==> config.mk <==
export PLATFORM = sky130hd
export DESIGN_NAME = mem_access_unit
export DESIGN_NICKNAME = d
export VERILOG_FILES = /design/src/rtl/mem_access_unit.sv
export SDC_FILE = /design/constraint.sdc
export NUM_CORES = 1
export LEC_CHECK = 0
export ABC_CLOCK_PERIOD_IN_PS = 2000
export BUFFER_PORTS_ARGS = -buffer_cell sky130_fd_sc_hd__buf_2
export CAP_MARGIN = 0
export CORE_ASPECT_RATIO = 0.6
export CORE_MARGIN = 3
export CORE_UTILIZATION = 54
export CTS_BUF_LIST = sky130_fd_sc_hd__clkbuf_8
export DETAILED_ROUTE_END_ITERATION = 12
export PLACE_DENSITY = 0.9
export SLEW_MARGIN = 20
export SYNTH_ARGS = -nofsm -noshare
export SYNTH_HDL_FRONTEND = slang
export SYNTH_SLANG_ARGS = --single-unit
==> constraint.sdc <==
create_clock -name clk -period 2 [get_ports clk]
set_input_delay 0.4 -clock clk [delete_from_list [all_inputs] [get_ports clk]]
set_output_delay 0.4 -clock clk [all_outputs]
set_load 0.05 [all_outputs]
==> src/rtl/mem_access_unit.sv <==
// MEM-stage data-memory initiator: word loads/stores, sub-word loads with extension, and
// sub-word stores via read-modify-write. Build option MEM_MISALIGN_CHECK_EN enables error responses.
module mem_access_unit #(
    parameter int unsigned ADDR_W = 7
) (
    input  logic              clk,
    input  logic              reset,
    input  logic              req_valid,
    output logic              req_ready,
    input  logic              req_we,
    input  logic [1:0]        req_size,
    input  logic              req_unsigned,
    input  logic [ADDR_W+1:0] req_addr,
    input  logic [31:0]       req_wdata,
    output logic              resp_valid,
    output logic [31:0]       resp_rdata,
    output logic              resp_err,
    output logic              stall,
    output logic [ADDR_W-1:0] mem_address,
    output logic [31:0]       mem_write_data,
    output logic              mem_read_e,
    output logic              mem_write_e,
    input  logic [31:0]       mem_read_data
);

    typedef enum logic [2:0] {
        StIdle,
        StLoad,
        StStore,
        StRmwRd,
        StRmwWr
    } state_e;

    state_e state_q, state_d;

    logic [ADDR_W+1:0] addr_q, addr_d;
    logic [1:0]        size_q, size_d;
    logic              unsigned_q, unsigned_d;
    logic [31:0]       wdata_q, wdata_d;
    logic [31:0]       word_q, word_d;
    logic              resp_valid_q, resp_valid_d;
    logic              resp_err_q, resp_err_d;
    logic [31:0]       resp_rdata_q, resp_rdata_d;

    logic [ADDR_W+1:0] req_addr_n;
    logic [1:0]        req_size_n;
    logic              req_misaligned;
    logic              accept;
    logic [4:0]        lane_shift;
    logic [31:0]       load_shifted;
    logic [31:0]       load_ext;
    logic [31:0]       lane_mask;
    logic [31:0]       merged;
    logic              write_raw;

    always_comb begin
        req_addr_n = req_addr;
        req_size_n = req_size;
`ifdef MEM_MISALIGN_CHECK_EN
        req_misaligned = (req_size == 2'b11) ||
                         (req_size == 2'b01 && req_addr[0]) ||
                         (req_size == 2'b10 && req_addr[1:0] != 2'b00);
`else
        // Without checking, force natural alignment; reserved size behaves as a word access.
        req_misaligned = 1'b0;
        if (req_size == 2'b11) begin
            req_size_n = 2'b10;
        end
        if (req_size_n == 2'b01) begin
            req_addr_n[0] = 1'b0;
        end
        if (req_size_n == 2'b10) begin
            req_addr_n[1:0] = 2'b00;
        end
`endif
    end

    assign accept     = req_valid && (state_q == StIdle);
    assign lane_shift = {addr_q[1:0], 3'b000};

    always_comb begin
        load_shifted = mem_read_data >> lane_shift;
        case (size_q)
            2'b00:   load_ext = unsigned_q ? {24'h0, load_shifted[7:0]}
                                           : {{24{load_shifted[7]}}, load_shifted[7:0]};
            2'b01:   load_ext = unsigned_q ? {16'h0, load_shifted[15:0]}
                                           : {{16{load_shifted[15]}}, load_shifted[15:0]};
            default: load_ext = mem_read_data;
        endcase
    end

    always_comb begin
        lane_mask = (size_q == 2'b00) ? 32'h0000_00ff : 32'h0000_ffff;
        merged    = (word_q & ~(lane_mask << lane_shift)) | ((wdata_q & lane_mask) << lane_shift);
    end

    always_ff @(posedge clk) begin
        if (reset) begin
            state_q <= StIdle;
        end else begin
            state_q <= state_d;
        end
    end

    always_comb begin
        state_d = state_q;
        unique case (state_q)
            StIdle: begin
                if (req_valid && !req_misaligned) begin
                    if (!req_we) begin
                        state_d = StLoad;
                    end else if (req_size_n == 2'b10) begin
                        state_d = StStore;
                    end else begin
                        state_d = StRmwRd;
                    end
                end
            end
            StRmwRd: state_d = StRmwWr;
            StLoad, StStore, StRmwWr: state_d = StIdle;
            default: state_d = StIdle;
        endcase
    end

    always_comb begin
        req_ready      = (state_q == StIdle);
        stall          = (state_q != StIdle);
        mem_address    = '0;
        mem_write_data = '0;
        mem_read_e     = 1'b0;
        write_raw      = 1'b0;
        unique case (state_q)
            StLoad, StRmwRd: begin
                mem_read_e  = 1'b1;
                mem_address = addr_q[ADDR_W+1:2];
            end
            StStore: begin
                write_raw      = 1'b1;
                mem_address    = addr_q[ADDR_W+1:2];
                mem_write_data = wdata_q;
            end
            StRmwWr: begin
                write_raw      = 1'b1;
                mem_address    = addr_q[ADDR_W+1:2];
                mem_write_data = merged;
            end
            default: ;
        endcase
        mem_write_e = write_raw & ~reset;
        resp_valid  = resp_valid_q;
        resp_err    = resp_err_q;
        resp_rdata  = resp_rdata_q;
    end

    always_comb begin
        addr_d       = accept ? req_addr_n : addr_q;
        size_d       = accept ? req_size_n : size_q;
        unsigned_d   = accept ? req_unsigned : unsigned_q;
        wdata_d      = accept ? req_wdata : wdata_q;
        word_d       = (state_q == StRmwRd) ? mem_read_data : word_q;
        resp_valid_d = 1'b0;
        resp_err_d   = 1'b0;
        resp_rdata_d = resp_rdata_q;
        if (accept && req_misaligned) begin
            resp_valid_d = 1'b1;
            resp_err_d   = 1'b1;
            resp_rdata_d = '0;
        end
        unique case (state_q)
            StLoad: begin
                resp_valid_d = 1'b1;
                resp_rdata_d = load_ext;
            end
            StStore, StRmwWr: begin
                resp_valid_d = 1'b1;
                resp_rdata_d = '0;
            end
            default: ;
        endcase
    end

    always_ff @(posedge clk) begin
        if (reset) begin
            addr_q       <= '0;
            size_q       <= '0;
            unsigned_q   <= 1'b0;
            wdata_q      <= '0;
            word_q       <= '0;
            resp_valid_q <= 1'b0;
            resp_err_q   <= 1'b0;
            resp_rdata_q <= '0;
        end else begin
            addr_q       <= addr_d;
            size_q       <= size_d;
            unsigned_q   <= unsigned_d;
            wdata_q      <= wdata_d;
            word_q       <= word_d;
            resp_valid_q <= resp_valid_d;
            resp_err_q   <= resp_err_d;
            resp_rdata_q <= resp_rdata_d;
        end
    end

endmodule

# Word level (Yosys, flattened, before mapping)

Cells that the tools add are included.

Memories: 0
Bits in registers: 112
Bits in writable memories: 0
Bits in read-only memories: 0
Latch bits: 0
Bits of input ports: 80

Equal/unequal tests: 9
$lt $le $gt $ge: 0
Shift-type cells: 3
Multipliers: 0
Add/sub/neg operators: 0
Reduce and logical (&&, ||, !) cells: 9
Multiplexer cells: 17
Divide/modulo/power cells: 0
Bitwise gates (word level): 6

Operators by type and width:

| operator                                                               | count |
|---|---|
| 32-bit one-hot mux with 2 select lines                                 | 3 |
| 32-bit two-way mux                                                     | 2 |
| 32-bit by 16-bit bitwise AND with 32-bit output                        | 1 |
| 32-bit bitwise AND                                                     | 1 |
| 32-bit NOT                                                             | 1 |
| 32-bit bitwise OR                                                      | 1 |
| 16-bit by 5-bit left shift with 32-bit output                          | 1 |
| 32-bit by 5-bit left shift with 32-bit output                          | 1 |
| 32-bit by 5-bit right shift with 16-bit output                         | 1 |
| 16-bit two-way mux                                                     | 1 |
| 7-bit two-way mux                                                      | 1 |
| 3-bit by 2-bit equality test with 1-bit output (second input constant) | 2 |
| 2-bit two-way mux                                                      | 3 |
| 3-bit one-hot mux with 2 select lines                                  | 1 |
| 1-bit two-way mux                                                      | 5 |
| 2-bit by 1-bit equality test with 1-bit output (second input constant) | 2 |
| 2-bit equality test (second input constant)                            | 2 |
| 2-bit OR reduction                                                     | 2 |
| 4-bit OR reduction                                                     | 1 |
| 3-bit by 1-bit equality test with 1-bit output (second input constant) | 1 |
| 3-bit equality test (second input constant)                            | 1 |
| 3-bit logical NOT                                                      | 1 |
| 3-bit two-way mux                                                      | 1 |
| 3-bit nonzero test                                                     | 1 |
| other kinds (7)                                                        | 7 |

# Longest topological paths before layout

Gate-level depths: netlist (run 1).

Word-level depth: 7
Mapped depth: 7
Mapped depth without buffers: 4

# Least setup slack after synthesis (run 1)

OpenSTA, ideal clock, no wires.

Kind: input -> output
Start: input port reset
End: output port mem_write_e
Path buffers: 2
Path slack: -0.283 ns
Arrival: 1.883 ns
Stages: 3
Cells stage by stage: clkbuf_1 > clkbuf_1 > nor3_1

Cells in the longest elaborated chain, start to end: 2

RTL lines:

| element           | line | text |
|---|---|---|
| start, declared   | 7    | `input logic reset,` |
| 1-bit NOT         | 149  | `mem_write_e = write_raw & ~reset;` |
| 1-bit bitwise AND | 149  |  |
| end, declared     | 22   | `output logic mem_write_e,` |

No other way between the ends.

# Worst setup path in the final report (run 1)

Start: register addr_q[1]
End: output port mem_write_data[17]

Cells in the longest elaborated chain, start to end: 5

RTL lines:

| element                                       | line | text |
|---|---|---|
| start, declared                               | 36   | `logic [ADDR_W+1:0] addr_q, addr_d;` |
| start signal, assigned                        | 193  | `addr_q <= addr_d;` |
| 16-bit by 5-bit left shift with 32-bit output | 94   | `merged = (word_q & ~(lane_mask << lane_shift)) \| ((wdata_q & lane_mask) << lane_shift);` |
| 32-bit NOT                                    | 94   |  |
| 32-bit bitwise AND                            | 94   |  |
| 32-bit bitwise OR *                           | 94   |  |
| 32-bit one-hot mux with 2 select lines *      | 132  | `unique case (state_q)` |
| end, declared                                 | 20   | `output logic [31:0] mem_write_data,` |

Every way passes the cells marked *; elsewhere a longest branch is shown, timed or not.

==> results of run 1 <==
[per-layer routing]
metal	share of wire, %	track usage [%]	wire (um)	vias up
met4	1.9	7.228	390	0
met5	0	0	0	-
met1	41	49.36	8646	2875
met3	12	9.277	2505	46
li1	-	-	-	2783
met2	45	51.99	9318	416
[repair_timing]
item	4_1_cts	5_1_grt
pin swaps	16	27
setup buffers	9	4
hold endpoints to repair	0	0
gates cloned	1	1
setup endpoints to repair	47	57
hold buffers	0	0
resized for setup	117	61
[worst min-delay path by stage]
stage | from | endpoint | slack [ns] | cells after the start
global route | req_we | state_q[0]$_SDFFE_PP0P_ | 0.20 | 2
CTS | req_we | state_q[0]$_SDFFE_PP0P_ | 0.19 | 2
finish | req_we | state_q[0]$_SDFFE_PP0P_ | 0.21 | 2
floorplan | addr_q[2]$_SDFFE_PP0P_ | addr_q[2]$_SDFFE_PP0P_ | 0.43 | 2
global placement | resp_rdata[3]$_SDFFE_PP0P_ | resp_rdata[3]$_SDFFE_PP0P_ | 0.42 | 2
detailed placement | resp_rdata[3]$_SDFFE_PP0P_ | resp_rdata[3]$_SDFFE_PP0P_ | 0.43 | 2
[critical path: cells and delay by family, from the launching register on]
family | cells | cell delay (ns)
AND/OR/NAND/NOR | 1 | 0.09
multiplexers | 1 | 0.28
AO/OA/AOI/OAI | 1 | 0.28
flip-flops | 1 | 0.42
buffers and inverters | 2 | 0.36
[synthesized netlist by cell type (5+ instances only)]
cell type	n
nor3b_1	5
buf_2	18
a2bb2oi_1	7
a21oi_1	92
a221o_1	17
nor2_1	17
dfxtp_1	112
nor3_1	20
mux2i_1	24
o221ai_1	15
inv_1	10
nand2_1	207
a32o_1	18
and2_1	10
clkbuf_1	35
o21ai_0	17
a22o_1	8
a21o_1	6
o22ai_1	7
o21ai_1	23
[final cells by class]
class | instances | area [um^2] | share of cell area (%)
Timing Repair Buffer | 204 | 1632 | 21.84
Clock inverter | 7 | 47.55 | 0.6364
Tap cell | 130 | 162.7 | 2.177
Sequential cell | 112 | 2263 | 30.30
Multi-Input combinational cell | 522 | 3202 | 42.86
Clock buffer | 9 | 123.9 | 1.658
Inverter | 10 | 40.04 | 0.5359
[cell usage in the layout, fill, tap and decap left out, types with 8 or more instances in the layout]
cell	count
a21oi_1	90
a221o_1	17
a22o_4	8
a32o_2	18
buf_2	114
buf_4	33
buf_6	26
buf_8	21
clkbuf_8	9
dfxtp_1	105
inv_1	10
mux2i_1	23
nand2_1	207
nor2_1	14
nor3_2	14
o21ai_0	14
o21ai_1	24
o221ai_1	15
[state kept, by name, summed over array words and instances, names as in the netlist]
register,count
resp_valid,1
addr_q,9
resp_rdata,32
unsigned_q,1
wdata_q,32
word_q,32
state_q,3
size_q,2
[power by group through the flow]
| stage | sequential [mW] | clock [mW] | combinational, mW |
|---|---|---|---|
| 2_1_floorplan | 2.54 | 0 | 0.470 |
| 3_5_place_dp | 2.47 | 0 | 0.879 |
| 5_1_grt | 2.44 | 1.39 | 1.09 |
| 3_3_place_gp | 2.46 | 0 | 0.859 |
| 4_1_cts | 2.42 | 1.27 | 0.936 |
| 6_report | 2.43 | 1.28 | 1.03 |
[cells by family (layout without fill, tap and decap cells)]
logic type	Yosys count	after routing
AOI/OAI and AO/OA	218	218
buffers and inverters	72	230
and+or+nand+nor	275	275
xor gates and xnor gates	2	2
other	1	1
DFF	112	112
muxes	26	26
[metrics by stage]
stage	setup slack (ns)	hold WS, ns
after floorplan	0.01989	0.4317
after detailed placement	-0.03546	0.4296
after global routing	-0.3227	0.1958
after global placement	0.06390	0.4208
final	-0.2407	0.2073
after CTS	-0.2613	0.1917
==> impl_metrics.tcl, run 1 <==
set metrics [dict create \
    max_freq_ghz 0.4463 \
    fin_area_um2 7471 \
    yosys-top-cells-area "dfxtp_1 41%, nand2_1 14%, a21oi_1 8.4%, mux2i_1 4.4%, a32o_1 3.3%" \
    dpl.hpwl_mm 13.80 \
    clk_latency_ns 0.39 \
    fp-row-count 27 \
    clock-sinks 112 \
    max-clock-path-buffers 2 \
    drt_first_pass_iters 5 \
    hold_path_class "input port to flop" \
    ir_worst_vdd_mv 0.4066 \
    max_cap_viol_count 0 \
    syn_area_per_cell_um2 7.720 \
    p_leak_nw 3.322 \
    die-area_um2 11370 \
    placed_cell_area_um2 6513 \
    synthSimpleGateAreaFrac_pct 21.53 \
    seqPwrFrac_pct 51.4 \
    die_h_um 83.82 \
    io_buffer_count 155 \
    end_kind "primary output" \
    yosys_warnings 0 \
    slew_violations 0 \
    synth_edf_count 0 \
    required_ns 1.60 \
    total_power_mw 4.736 \
    grt_antenna_before_repair 0 \
    swShare_pct 33.24 \
    htreeDepth 3 \
    cts_tree "built" \
    comb_power_share_pct 21.6 \
    async_flop_share_pct 0 \
    finClkSkew_ns 0.01522 \
    utilization_pct 78.70 \
    die_x_um 135.7 \
    setup-violations-final 39 \
    hold_viol 0 \
    core_area_um2 9493 \
    start_util_pct 57.41 \
    arrival_ns 1.84 \
    synth_top_family_by_area "compound AO/OA/AOI/OAI gates" \
    antenna_left 0 \
    slew-limit-headroom_pct 66.54 \
    diodes 0 \
    drive_above_1_share_pct 34.95 \
    critPathKind "flop to primary output" \
    min_period_over_period_pct 112.0 \
    syn-cell-area_um2 5450 \
    synth_top_area_cell "dfxtp_1" \
    place_congestion 0.9189 \
    reg2reg_to "resp_rdata[19]$_SDFFE_PP0P_" \
    worst_slack_ns -0.2407 \
    cts-buffers-inserted 9 \
    viasPerCell 6.157 \
    ys_types 44 \
    synth.top_cell.area_share_pct 41.14 \
    tns_ns -6.212 \
    post-route-min-period_ns 2.241 \
    ctsRootBufferMaster "clkbuf_8" \
    endpoint "mem_write_data[17]" \
    path_cells "buf_12, mux2i_1, nand2_1, a32o_2, buf_8" \
    syn_inst 706 \
    synth.yosys.seq_area_share_pct 41.14 \
    p_sw_mw 1.574 \
    wl_per_cell_um 20.99 \
    synthMuxAreaShare_pct 4.821 \
    rsz0062_at_grt "yes" \
    worstSetupStartpointType "flop" \
    powerDensity_nw_per_um2 634.0 \
    post-place-cells 964 \
    io_pins 157 \
    final_cells 994 \
    grt_usage_pct 34.42 \
    clkSlewWorstSetupHoldPaths_ns 0.11 \
    synthToLayoutAreaGrowth_pct 37.08 \
    grt_max_degree 47 \
    nNetsFinal 939 \
    violations "setup timing" \
    dr_total_vias 6120 \
    cp_max_fo 32 \
    critical_path.startpoint "addr_q[1]$_SDFFE_PP0P_" \
    wl_mm 20.86 \
    grt_pass1_vias 5719 \
    r2r-start "state_q[1]$_SDFFE_PP0P_" \
    ys.flop_type "dfxtp_1" \
    worstMarginPinSlew_ns 0.5000 \
    outcome "complete, but fails checks" \
    synth_nets 786 \
    grt_pass1_wl_mm 31.04 \
    rrSetupSlack_ns 0.01 \
    drc 0 \
    cpPeakStageDelay_ns 0.42 \
    n_fill_cell 635 \
    synth_compound_area_share_pct 26.29 \
    cpMaxStageDelayCell "dfxtp_4" \
    clock_power_share_pct 27.0 \
    synthAdderAreaFrac_pct 0 \
    p_int_mw 3.162 \
    drtIter0Drc 705 \
    synth_xor_area_share_pct 0.3214 \
    reg2reg_depth 7 \
    synth_seq_cells 112 \
    grt_overflow_total 0 \
]
Power figures use the tool's default switching activity.
==> run 2, diff against run 1 <==
--- a/config.mk
+++ b/config.mk
@@ -10,10 +10,9 @@
 export CAP_MARGIN = 0
 export CORE_ASPECT_RATIO = 0.6
 export CORE_MARGIN = 3
-export CORE_UTILIZATION = 54
-export CTS_BUF_LIST = sky130_fd_sc_hd__clkbuf_8
+export CORE_UTILIZATION = 52
 export DETAILED_ROUTE_END_ITERATION = 12
-export PLACE_DENSITY = 0.9
+export PLACE_DENSITY = 0.87
 export SLEW_MARGIN = 20
 export SYNTH_ARGS = -nofsm -noshare
 export SYNTH_HDL_FRONTEND = slang
==> impl_metrics.tcl, run 2 (synthesis gave the netlist of run 1 again) <==
set metrics [dict create \
    outcome "complete, but fails checks" \
    violations "setup timing" \
    drtIter0Drc 774 \
    grt_usage_pct 30.34 \
    arrival_ns 1.88 \
    final_common_cell "nand2_1" \
    synthToLayoutAreaGrowth_pct 37.26 \
    grt_pass1_wl_mm 28.78 \
    finClkSkew_ns 0.006339 \
    clkSlewWorstSetupHoldPaths_ns 0.07 \
    grt_antenna_before_repair 1 \
    required_ns 1.60 \
    end_kind "primary output" \
    grtUsageMet1_pct 43.11 \
    fin_area_um2 7481 \
    diodes 0 \
    worst_slack_ns -0.2766 \
    drc 0 \
    grt_pass1_vias 5522 \
    final_cell_mix "207 x nand2_1, 116 x buf_2, 105 x dfxtp_1" \
    p_leak_nw 3.325 \
    htreeDepth 3 \
    dr_total_vias 6089 \
    grt_max_degree 47 \
    ctsRootBufferMaster "clkbuf_16" \
    dpl.hpwl_mm 12.78 \
    powerDensity_nw_per_um2 710.2 \
    max_freq_ghz 0.4392 \
    critPathKind "flop to primary output" \
    io_buffer_count 155 \
    wl_mm 19.18 \
    use_met3_pct 9.234 \
    core_area_um2 10020 \
    min_period_over_period_pct 113.8 \
    place_congestion 0.9860 \
    viasPerCell 6.107 \
    die_h_um 85.30 \
    met2_usage_pct 45.00 \
    drive_above_1_share_pct 33.99 \
    post-route-min-period_ns 2.277 \
    antenna_left 0 \
    max_cap_viol_count 0 \
    fp-row-count 28 \
    rsz0062_at_grt "yes" \
    clk_latency_ns 0.36 \
    hold_ws_ns 0.2528 \
    io_pins 157 \
    cts_tree "built" \
    hold_path_class "input port to flop" \
    nNetsFinal 938 \
    die_x_um 138.2 \
    hold_viol 0 \
    worstSetupStartpointType "flop" \
    slew_violations 0 \
    busiest_layer "met2" \
    grt_overflow_total 0 \
    die-area_um2 11790 \
    drt_first_pass_iters 6 \
    cp_max_fo 6 \
    setup-violations-final 33 \
    wl_per_cell_um 19.24 \
    ir_worst_vdd_mv 0.4354 \
    clock-sinks 112 \
    cts-buffers-inserted 9 \
    total_power_mw 5.313 \
    tns_ns -5.127 \
    max-clock-path-buffers 2 \
    placed_cell_area_um2 6526 \
    start_util_pct 54.40 \
]
run 2: changes by cell type in the layout (fill, tap and decap cells not counted), sizes merged:
cell     delta
o2bb2ai     +1
bufbuf      -1
buf         +1
clkinv      -1
inv         -4
bufinv      +2
run 2: report_power, final:
group | leakage, nW | internal, mW | switching (mW)
Sequential | 0.916 | 2.32 | 0.101
Combinational | 2.26 | 0.352 | 0.626
Clock | 0.149 | 1.09 | 0.823
run 2: worst paths after layout:
path | from | to | slack (ns) | cells after the start
worst max register to register | addr_q[1]$_SDFFE_PP0P_ | resp_rdata[24]$_SDFFE_PP0P_ | 0 | 8
worst min register to register | resp_rdata[6]$_SDFFE_PP0P_ | resp_rdata[6]$_SDFFE_PP0P_ | 0.44 | 2
worst min-delay path | req_we | state_q[0]$_SDFFE_PP0P_ | 0.25 | 2
worst max-delay path | size_q[1]$_SDFFE_PP0P_ | mem_write_data[30] | -0.28 | 6
run 2: cell type report:
cell class              count  area (um^2)
well taps                 135        168.9
inverters                  10        37.54
clock buffers              11        232.7
multi-input cells         523         3171
repair buffers            202         1540
flip-flops and latches    112         2261
clock inverters             4        70.07
fillers                   705         2539
run 2: layer usage:
layer | vias to the layer above | share of wire (%) | wire length (um)
met4 | 2 | 1.8 | 342
met5 | - | 0.068 | 13
met1 | 2865 | 42 | 8060
met2 | 397 | 43 | 8338
met3 | 41 | 13 | 2424
li1 | 2784 | - | -
run 2: worst max-delay path, cell delays in order, from the launching register on:
cell and delay [ns]:
dfxtp_2 0.34, buf_6 0.13, o31a_1 0.40, o21ai_2 0.24, a21oi_2 0.05, a21o_2 0.20
buf_8 0.15
run 2: what timing repair did:
action,4_1_cts,5_1_grt
setup endpoints to repair,39,55
hold buffers,0,0
pin swaps,29,11
gates cloned,1,1
setup buffers,5,7
hold endpoints to repair,0,0
resized for setup,116,34
run 2: through the flow:
step | setup WS (ns) | util, % | std cells
floorplan | 0.01989 | - | 706
global placement | 0.06631 | 65.13 | 970
detailed placement | 0.01969 | 65.13 | 970
CTS | -0.1945 | 72.66 | 990
global route | -0.3056 | 74.66 | 997
finish | -0.2766 | 74.66 | 997
